$ cat config.mk
export PLATFORM = sky130hd
export DESIGN_NAME = debounce_scheduler
export DESIGN_NICKNAME = d
export VERILOG_FILES = /design/src/rtl/debounce_scheduler_pkg.sv /design/src/rtl/debounce_scheduler_rr_pick.sv /design/src/rtl/debounce_scheduler.sv
export SDC_FILE = /design/constraint.sdc
export NUM_CORES = 1
export LEC_CHECK = 0
export BUFFER_PORTS_ARGS = -buffer_cell sky130_fd_sc_hd__buf_2
export CAP_MARGIN = 0
export CORE_MARGIN = 4
export CORE_UTILIZATION = 40
export CTS_BUF_LIST = sky130_fd_sc_hd__clkbuf_4 sky130_fd_sc_hd__clkbuf_8 sky130_fd_sc_hd__clkbuf_16
export CTS_CLUSTER_SIZE = 30
export DETAILED_ROUTE_END_ITERATION = 7
export PLACE_DENSITY = 0.58
export SLEW_MARGIN = 30
export SYNTH_ARGS = -nofsm -noshare
export SYNTH_HDL_FRONTEND = slang
export SYNTH_SLANG_ARGS = --single-unit
$ cat constraint.sdc
create_clock -name clk -period 2.9 [get_ports clk]
set_clock_uncertainty 0.15 [all_clocks]
set_input_delay 0.58 -clock clk [delete_from_list [all_inputs] [get_ports clk]]
set_output_delay 0.58 -clock clk [all_outputs]
set_load 0.03 [all_outputs]
$ cat src/rtl/debounce_scheduler_pkg.sv
// Shared types and helpers for the keypad debounce scheduler.
// Holds the FSM state encoding and the index-width helper.
package debounce_scheduler_pkg;

  typedef enum logic [1:0] {
    IDLE  = 2'd0,
    COUNT = 2'd1,
    EMIT  = 2'd2
  } state_e;

  function automatic int idx_w(input int nb);
    return (nb > 1) ? $clog2(nb) : 1;
  endfunction

endpackage

$ cat src/rtl/debounce_scheduler_rr_pick.sv
// Round-robin first-set-bit finder, searching from ptr upward.
// Ports: req[NB], ptr[IW] in; gnt_idx[IW], any out. Purely combinational.
module rr_pick
  import debounce_scheduler_pkg::*;
#(
  parameter int NB = 4,
  parameter int IW = idx_w(NB)
) (
  input  logic [NB-1:0] req,
  input  logic [IW-1:0] ptr,
  output logic [IW-1:0] gnt_idx,
  output logic          any
);

  int j;

  always_comb begin
    gnt_idx = '0;
    any     = 1'b0;
    j       = 0;
    for (int i = 0; i < NB; i++) begin
      // wrap without a modulo so non-power-of-2 NB works
      j = int'(ptr) + i;
      if (j >= NB) j = j - NB;
      if (!any && req[j]) begin
        any     = 1'b1;
        gnt_idx = IW'(j);
      end
    end
  end

endmodule

$ cat src/rtl/debounce_scheduler.sv
// Shares one debounce counter among NB synchronized buttons.
// Ports: clk, rst, btn[NB] in; stable[NB], busy, evt_* valid/ready out.
module debounce_scheduler
  import debounce_scheduler_pkg::*;
#(
  parameter int NB = 4,
  parameter int N  = 10,
  parameter int K  = 4,
  localparam int IW = idx_w(NB)
) (
  input  logic          clk,
  input  logic          rst,
  input  logic [NB-1:0] btn,
  output logic [NB-1:0] stable,
  output logic          busy,
  output logic          evt_valid,
  input  logic          evt_ready,
  output logic [IW-1:0] evt_idx,
  output logic          evt_press
);

  state_e        state;
  logic [K-1:0]  cnt;
  logic [IW-1:0] ptr;
  logic [IW-1:0] sel;
  logic          tgt;

  logic [NB-1:0] diff;
  logic [IW-1:0] gnt;
  logic          any;
  logic          cur;
  logic          cnt_last;
  logic [IW-1:0] nxt_ptr;

  assign diff     = btn ^ stable;
  assign cur      = btn[sel];
  assign cnt_last = (cnt == K'(N - 1));
  assign nxt_ptr  = (sel == IW'(NB - 1)) ? '0 : sel + 1'b1;
  assign busy     = (state != IDLE);

  rr_pick #(
    .NB (NB),
    .IW (IW)
  ) u_pick (
    .req     (diff),
    .ptr     (ptr),
    .gnt_idx (gnt),
    .any     (any)
  );

  always_ff @(posedge clk) begin
    if (rst) begin
      state     <= IDLE;
      stable    <= '0;
      cnt       <= '0;
      ptr       <= '0;
      sel       <= '0;
      tgt       <= 1'b0;
      evt_valid <= 1'b0;
      evt_idx   <= '0;
      evt_press <= 1'b0;
    end else begin
      unique case (state)
        IDLE: begin
          if (any) begin
            sel   <= gnt;
            tgt   <= btn[gnt];
            cnt   <= '0;
            state <= COUNT;
          end
        end
        COUNT: begin
          unique case (1'b1)
            (cur != tgt): begin
              // bounce: drop it and move on so others get a turn
              cnt   <= '0;
              ptr   <= nxt_ptr;
              state <= IDLE;
            end
            (cur == tgt && cnt_last): begin
              stable[sel] <= tgt;
              evt_valid   <= 1'b1;
              evt_idx     <= sel;
              evt_press   <= tgt;
              state       <= EMIT;
            end
            default: begin
              cnt <= cnt + 1'b1;
            end
          endcase
        end
        EMIT: begin
          if (evt_ready) begin
            evt_valid <= 1'b0;
            cnt       <= '0;
            ptr       <= nxt_ptr;
            state     <= IDLE;
          end
        end
        default: begin
          state <= IDLE;
        end
      endcase
    end
  end

endmodule
# Yosys cells after proc, flatten, opt, wreduce, memory -nomap -nowiden
# Cells that the tools add are included.
[totals] input_bits=7 out_inout_bits=9 word_cells=106 reg_bits=19
[op_classes] bitwise_logic=1 addsub=9 n_eq_ne=12 magnitude_cmp=11 n_reduce_logical=18 mux=46
[ops] operator="32-bit by 4-bit less-than comparator with 1-bit output (second input constant)" count=4
[ops] operator="32-bit two-way mux" count=4
[ops] operator="32-bit by 4-bit greater-or-equal comparator with 1-bit output (second input constant)" count=3
[ops] operator="32-bit by 4-bit subtractor with 32-bit output (second input constant)" count=3
[ops] operator="2-bit two-way mux" count=9
[ops] operator="1-bit two-way mux" count=17
[ops] operator="1-bit binary-select mux with 2-bit select" count=6
[ops] operator="4-bit one-hot mux with 3 select lines" count=1
[ops] operator="2-bit != test (second input constant)" count=5
[ops] operator="3-bit AND reduction" count=3
[ops] operator="4-bit two-way mux" count=2
[ops] operator="2-bit one-hot mux with 2 select lines" count=2
[ops] operator="4-bit one-hot mux with 2 select lines" count=1
[ops] operator="2-bit by 2-bit adder with 3-bit output (second input constant)" count=2
[ops] operator="2-bit by 3-bit less-than comparator with 1-bit output (second input constant)" count=2
[ops] operator="2-bit one-hot mux with 3 select lines" count=1
[ops] operator="1-bit logical AND" count=5
[ops] operator="4-bit by 1-bit adder with 4-bit output (second input constant)" count=1
[ops] operator="4-bit bitwise mux" count=1
[ops] operator="2-bit == test (second input constant)" count=2
[ops] operator="4-bit == test (second input constant)" count=1
[ops] operator="2-bit AND reduction" count=2
[ops] operator="4-bit AND reduction" count=1
[ops] operator="2-bit nonzero test" count=2
[ops] operator="other kinds (15)" count=17

# Depth between registers and ports, before layout
# Gate-level depths: netlist of the first run.
[logic_depth] ltp_word=17 mapped_depth=7 depth_no_buf=7

# Modules after synthesis
# A second synthesis of the first run with hierarchy kept.
[hier_totals] cells_unflattened=131 area_unflattened_um2=1117.3
[by_module_without_submodules] module="debounce_scheduler" seq_area_each_um2=380.4 cells_each=116 area_per_inst_um2=1039.7 n_inst=1
[by_module_without_submodules] module="rr_pick" seq_area_each_um2=0.0 cells_each=15 area_per_inst_um2=77.6 n_inst=1

# Least setup slack after synthesis of the first run
# No wires, ideal clock.
[synth_path] kind="input-to-reg" startpoint="input port btn[3]" endpoint="register cnt[3]" setup_time_ns=0.088 path_buffers=1 arrival_ns=1.926 path_slack_ns=0.736 stages=6 t_required_ns=2.662 path_cell_list="mux4_2 -> xnor2_4 -> and2_1 -> buf_6 -> a41oi_2 -> a311oi_2"
[synth_via] elab_chain_cells=16 word_cells_on_any_way=33 classes_between="eq/ne (4); mux (20); bitwise (1); reduce/logical (8)"
[synth_lines] element="start: declaration" line_no="debounce_scheduler.sv:13" rtl="input logic [NB-1:0] btn,"
[synth_lines] element="4-bit bitwise XOR" line_no="debounce_scheduler.sv:35" rtl="assign diff = btn ^ stable;"
[synth_lines] element="1-bit binary-select mux with 2-bit select" line_no="debounce_scheduler_rr_pick.sv:25" rtl="if (!any && req[j]) begin"
[synth_lines] element="1-bit two-way mux (not written as such) (2 in a row)" line_no="debounce_scheduler_rr_pick.sv:25"
[synth_lines] element="1-bit two-way mux" line_no="debounce_scheduler_rr_pick.sv:25"
[synth_lines] element="1-bit logical NOT" line_no="debounce_scheduler_rr_pick.sv:25"
[synth_lines] element="1-bit logical AND" line_no="debounce_scheduler_rr_pick.sv:25"
[synth_lines] element="1-bit two-way mux" line_no="debounce_scheduler_rr_pick.sv:25"
[synth_lines] element="1-bit logical NOT" line_no="debounce_scheduler_rr_pick.sv:25"
[synth_lines] element="1-bit logical AND" line_no="debounce_scheduler_rr_pick.sv:25"
[synth_lines] element="1-bit two-way mux" line_no="debounce_scheduler_rr_pick.sv:25"
[synth_lines] element="1-bit logical NOT" line_no="debounce_scheduler_rr_pick.sv:25"
[synth_lines] element="1-bit logical AND" line_no="debounce_scheduler_rr_pick.sv:25"
[synth_lines] element="1-bit two-way mux" line_no="debounce_scheduler_rr_pick.sv:25"
[synth_lines] element="2-bit != test (no source line)"
[synth_lines] element="4-bit AND reduction (no source line)"
[synth_lines] element="end signal: assignment" line_no="debounce_scheduler.sv:88" rtl="cnt <= cnt + 1'b1;"
[synth_lines] element="end: declaration" line_no="debounce_scheduler.sv:23" rtl="logic [K-1:0] cnt;"
# Several ways; a longest one is shown, not always the timed one. The select of a mux whose other input is x is not followed.
# A chain may end at the register's enable or synchronous reset.

# Final worst setup path of the first run
[layout_path] startpoint="register sel[0]" endpoint="register cnt[3]"
[layout_via] elab_chain_cells=6 word_cells_on_any_way=9 classes_between="eq/ne (3); mux (4); reduce/logical (2)"
[layout_lines] element="start: declaration" line_no="debounce_scheduler.sv:25" rtl="logic [IW-1:0] sel;"
[layout_lines] element="start signal: assignment" line_no="debounce_scheduler.sv:66" rtl="sel <= gnt;"
[layout_lines] element="1-bit binary-select mux with 2-bit select (*)" line_no="debounce_scheduler.sv:36" rtl="assign cur = btn[sel];"
[layout_lines] element="1-bit two-way mux (not written as such) (*)" line_no="debounce_scheduler.sv:36"
[layout_lines] element="1-bit == test" line_no="debounce_scheduler.sv:80" rtl="(cur == tgt && cnt_last): begin"
[layout_lines] element="1-bit logical AND" line_no="debounce_scheduler.sv:80"
[layout_lines] element="4-bit one-hot mux with 2 select lines / 2-bit != test (equally long branches)"
[layout_lines] element="4-bit one-hot mux with 3 select lines / 4-bit AND reduction (equally long branches)"
# Every way passes the cells marked *; elsewhere a longest branch is shown, timed or not. The select of a mux whose other input is x is not followed.

==> results of run 1 <==
## cell usage in the layout, fill, tap and decap left out, types with 2 or more instances in the layout
cell      synthesis  layout
dfxtp_1          19      19
nor2_1           18      18
buf_2             1      15
mux2i_1          12      12
a21oi_1           7       7
nand2_1           6       6
ha_1              6       6
inv_1             5       5
xnor2_1           4       4
nand4_1           4       4
nand3_1           3       3
nand2b_1          3       3
xor2_1            3       3
o21ai_0           3       3
clkbuf_4          0       3
and2_1            2       2
o22ai_1           2       2
o211ai_1          2       2
nand3b_1          2       2
## registers in the layout, summed over array words and instances, names as in the netlist
name / count
cnt: 4
evt_idx: 2
evt_press: 1
evt_valid: 1
ptr: 2
sel: 2
stable: 4
state: 2
tgt: 1
## layer usage
layer	vias to the layer above	wire, um	GRT usage
met3	2	94	0.0396
met1	454	1200	0.155
li1	499	-	-
met2	18	1250	0.225
met5	-	0	0
met4	0	14	0.0298
## final cells by class
type / instances / area (um^2) / share of cell area
clock buffer: 3 / 22.5 / 0.0174
clock inverter: 1 / 7.51 / 0.00580
inverter: 5 / 18.8 / 0.0145
multi-input combinational: 101 / 752 / 0.581
sequential: 19 / 380 / 0.294
tap: 31 / 38.8 / 0.0300
timing repair buffer: 15 / 75.1 / 0.0580
## kinds of logic after synthesis
logic type,synth area share
AO/OA/AOI/OAI,0.180
XOR/XNOR,0.0756
adder cells (fa/ha/maj),0.0639
buffers and inverters,0.0362
flip-flops,0.324
multiplexers,0.121
AND/OR/NAND/NOR,0.199
## worst min-delay path by stage
| stage | start | endpoint | slack [ns] | depth (start not counted) |
|---|---|---|---|---|
| after global placement | evt_idx[0] | evt_idx[0] | 0.32 | 2 |
| after floorplan | cnt[1] | cnt[1] | 0.35 | 2 |
| after CTS | evt_press | evt_press | 0.37 | 2 |
| after global routing | evt_ready | state[1] | 0.38 | 3 |
| after detailed placement | evt_press | evt_press | 0.34 | 2 |
| final | evt_idx[1] | evt_idx[1] | 0.37 | 2 |
## stage by stage
stage	std cells	cell area, um^2	utilization	hold WS [ns]
6_report	175	1290	0.466	0.368
2_1_floorplan	129	1170	-	0.351
4_1_cts	175	1290	0.466	0.368
3_5_place_dp	171	1260	0.455	0.337
5_1_grt	175	1290	0.466	0.385
3_3_place_gp	171	1260	0.455	0.322
## critical path: stages (launching register included)
cell and delay, ns:
dfxtp_1 0.50, mux4_2 0.61, xnor2_4 0.25, and2_1 0.32, a41oi_2 0.15, a311oi_2 0.24
## report_power, final
part           switching (mW)  internal [mW]  total (mW)
clock network          0.0852         0.0526       0.138
logic                  0.0719         0.0532       0.125
registers              0.0212          0.272       0.293
total                   0.178          0.378       0.556
==> results.py, run 1 <==
metrics = {
    "sta": {
        "setup_viol": 0,
        "setup_slack_ns": 0.597,
        "report.final.slew_viol_count": 0,
        "max_slew_margin": 0.560,
        "rsz0062_at_grt": "false",
        "fin_crit_sh": 0.794,
        "tightest_slew_ns": 0.651,
        "timing.fmax_mhz": 434,
        "final_hold_viol_count": 0,
        "tns_ns": 0,
        "finalCriticalPeriod_ns": 2.30,
    },
    "setup_path": {
        "cp-endpoint": "cnt[3]",
        "critPathArrivalTime_ns": 2.37,
        "cp_max_fo": 8,
        "ff2ff_path_depth": 5,
        "rrSetupSlack_ns": 0.60,
        "rr_endpoint": "cnt[3]",
        "crit_type": "reg2reg",
        "r2r_start": "sel[0]",
        "critPathRequiredTime_ns": 2.97,
        "cp-end-kind": "flop",
        "critPathLaunch": "sel[0]",
        "startpoint_type": "flop",
    },
    "pwr": {
        "p_leak_nw": 0.570,
        "power-per-cell-area_nw_per_um2": 429,
        "finalPower_mw": 0.556,
        "vdd_drop_max_uv": 288,
    },
    "clocking": {
        "cts_max_level": 1,
        "clkLatencyLatePin_ns": 0.30,
        "post_cts_buffers": 0,
        "ctsRootBufferMaster": "clkbuf_4",
        "hold_buffers": 0,
        "cts_buffer_depth": 2,
        "cts_buffers": 3,
        "cts_tree": "done",
        "cts.sinks": 19,
        "ctsResizeCount": 0,
        "clkTransAtPathRegs_ns": 0.11,
    },
    "yosys": {
        "ys_warn_count": 0,
        "ys_ff_latch": 19,
        "yosysMostFrequentCell": "dfxtp_1",
        "syn-cell-area_um2": 1170,
        "yosysUniqueCellTypes": 44,
        "synth_seq_area_share": 0.324,
        "synth.top_cell.area_share": 0.324,
        "synth_top_area_cell": "dfxtp_1",
        "synth_top_flop_cell": "dfxtp_1",
        "ys_top_cells_by_area": "dfxtp_1 32%, mux2i_1 10%, ha_1 6.4%",
        "synth_top_cells_by_count": "19 x dfxtp_1, 18 x nor2_1, 12 x mux2i_1, 7 x a21oi_1",
        "synthCells": 129,
        "synth_edf_count": 0,
        "async_flop_share": 0,
        "syn-num-nets": 142,
        "avgSynthCellArea_um2": 9.11,
    },
    "detailed_routing": {
        "drtIter0Drc": 33,
        "wl_per_cell_um": 14.6,
        "ant_nets": 0,
        "vias_per_cell": 5.56,
        "firstDrtPassIters": 4,
        "routed_wl_um": 2560,
        "vias": 973,
        "drt_drc_violations_left": 0,
    },
    "global_route": {
        "grt_pass1_vias": 908,
        "grt_usage": 0.130,
        "antenna_found_initial": 0,
        "grt_max_degree": 22,
        "grt_pass1_wl_um": 4170,
        "grt.overflow.total": 0,
    },
    "status": {
        "status": "complete, no violations",
    },
    "flow_run": {
        "maxCapViolCount": 0,
    },
    "floorplanning": {
        "die_w_um": 62.2,
        "die_h_um": 62.2,
        "boundaryPins": 16,
        "core_area_um2": 2780,
        "die-area_um2": 3870,
        "floorplan.initialDensity": 0.422,
        "row_count": 19,
    },
    "place": {
        "detailed_place_hpwl_um": 2000,
        "gp_congestion": 0.840,
        "pre_cts_ws_ns": 0.448,
        "portBuffers": 15,
    },
    "worst_hold_path": {
        "hold_path_class": "reg2reg",
    },
    "cells_and_area": {
        "nNetsFinal": 158,
        "fillers": 270,
        "drive_above_1_share": 0.174,
        "diodes": 0,
        "areaGrowthSynthToFinish_pct": 10.2,
    },
}
(Power assumes the default switching activity.)
==> run 2: changes to the inputs <==
- clock period: 2.9 -> 2.17 ns (I/O delays scaled with it)
==> run 2 against run 1 <==
Cell count up 4.6%. Design area up 4.5%. Die area unchanged. Utilization up 2.1 points. Sequential power up 32%. Largest cell class unchanged. Critical path type unchanged. Register-to-register slack worse by 0.41 ns. Routed wire length up 0.51%. Critical endpoint unchanged.
==> results.py, run 2 (same netlist as run 1, synthesis figures left out) <==
metrics = {
    "worst_hold_path": {
        "hold_path_class": "in2reg",
        "min_from": "evt_ready",
        "whs_endpoint": "state[1]",
        "hold_path_depth": 3,
    },
    "clocking": {
        "cts_buffers": 3,
        "clkTransAtPathRegs_ns": 0.11,
        "clkLatencyLatePin_ns": 0.30,
        "cts_max_level": 1,
        "cts_buffer_depth": 2,
        "cts.sinks": 19,
        "cts_tree": "done",
        "hold_buffers": 0,
        "ctsRootBufferMaster": "clkbuf_4",
        "ctsResizeCount": 0,
        "post_cts_buffers": 0,
    },
    "setup_path": {
        "startpoint_type": "flop",
        "rr_endpoint": "cnt[3]",
        "critPathArrivalTime_ns": 2.06,
        "crit_type": "reg2reg",
        "ff2ff_path_depth": 5,
        "r2r_start": "sel[0]",
        "cp-end-kind": "flop",
        "critPathRequiredTime_ns": 2.24,
        "cp_max_fo": 5,
        "rrSetupSlack_ns": 0.18,
    },
    "cells_and_area": {
        "drive_above_1_share": 0.224,
        "fillers": 287,
        "largestRegisters": "cnt (4), stable (4)",
        "regArea_um2": 380,
        "layout_common_cells": "19 x dfxtp_1, 18 x nor2_1, 15 x buf_2",
        "nNetsFinal": 166,
        "multi_input_area_um2": 753,
        "final_common_cell": "dfxtp_1",
        "diodes": 0,
        "areaGrowthSynthToFinish_pct": 15.2,
    },
    "pwr": {
        "power-per-cell-area_nw_per_um2": 559,
        "vdd_drop_max_uv": 506,
        "p_leak_nw": 0.616,
    },
    "detailed_routing": {
        "drtIter0Drc": 38,
        "ant_nets": 0,
        "firstDrtPassIters": 4,
        "wl_per_cell_um": 14.1,
        "vias_per_cell": 5.61,
        "routed_wl_um": 2570,
        "vias": 1026,
        "drt_drc_violations_left": 0,
    },
    "sta": {
        "final_hold_viol_count": 0,
        "finalCriticalPeriod_ns": 1.99,
        "fin_crit_sh": 0.915,
        "timing.fmax_mhz": 504,
        "max_slew_margin": 0.580,
        "report.final.slew_viol_count": 0,
        "setup_viol": 0,
        "tns_ns": 0,
        "tightest_slew_ns": 0.622,
        "rsz0062_at_grt": "false",
        "setup_slack_ns": 0.185,
    },
    "floorplanning": {
        "boundaryPins": 16,
        "row_count": 19,
        "floorplan.initialDensity": 0.422,
        "core_area_um2": 2780,
        "die-area_um2": 3870,
        "die_h_um": 62.2,
        "die_w_um": 62.2,
    },
    "global_route": {
        "grt.overflow.total": 0,
        "antenna_found_initial": 0,
        "grt_pass1_wl_um": 4570,
        "grt_max_degree": 22,
        "grt_usage": 0.142,
        "grt_pass1_vias": 1057,
    },
    "place": {
        "detailed_place_hpwl_um": 2050,
        "gp_congestion": 0.831,
        "portBuffers": 15,
        "pre_cts_ws_ns": 0.0153,
    },
    "status": {
        "status": "complete, no violations",
    },
    "flow_run": {
        "maxCapViolCount": 0,
    },
}
-- run 2: worst max path at each step --
stage            from  endpoint  cells after the start
2_1_floorplan  sel[0]    cnt[3]                      6
3_3_place_gp   btn[2]    cnt[3]                      6
3_5_place_dp   btn[2]    cnt[3]                      6
4_1_cts        sel[0]    cnt[3]                      5
5_1_grt        sel[0]    cnt[3]                      5
6_report       sel[0]    cnt[3]                      5
-- run 2: report_power, final --
part / switching (mW) / total, mW / leakage (nW) / internal [mW]
Sequential: 0.0253 / 0.388 / 0.154 / 0.363
Combinational: 0.102 / 0.188 / 0.444 / 0.0869
Clock: 0.111 / 0.180 / 0.0177 / 0.0686
Total: 0.238 / 0.757 / 0.616 / 0.519
-- run 2: critical path: stages (launching register included) --
cell	delay, ns
dfxtp_1	0.37
mux4_2	0.57
xnor2_4	0.20
a21oi_1	0.11
or2_1	0.27
a311oi_2	0.23
-- run 2: per-layer routing --
metal / GRT usage / wire length, um
met2: 0.251 / 1310
met5: 0 / 0
met4: 0.0244 / 21
met1: 0.171 / 1180
met3: 0.0378 / 59
-- run 2: final cells by class --
class,count,area share
flip-flops and latches,19,0.281
multi-input cells,101,0.556
clock inverters,1,0.00370
repair buffers,23,0.0998
well taps,31,0.0287
inverters,5,0.0139
clock buffers,3,0.0166
-- run 2: metrics by stage --
step	power [mW]	utilization	instance area, um^2	hold WS [ns]	instances
detailed placement	0.584	0.476	1330	0.336	179
global route	0.811	0.487	1350	0.236	183
CTS	0.763	0.486	1350	0.246	183
finish	0.757	0.487	1350	0.255	183
global placement	0.580	0.476	1330	0.323	179
floorplan	0.529	-	1170	0.351	129
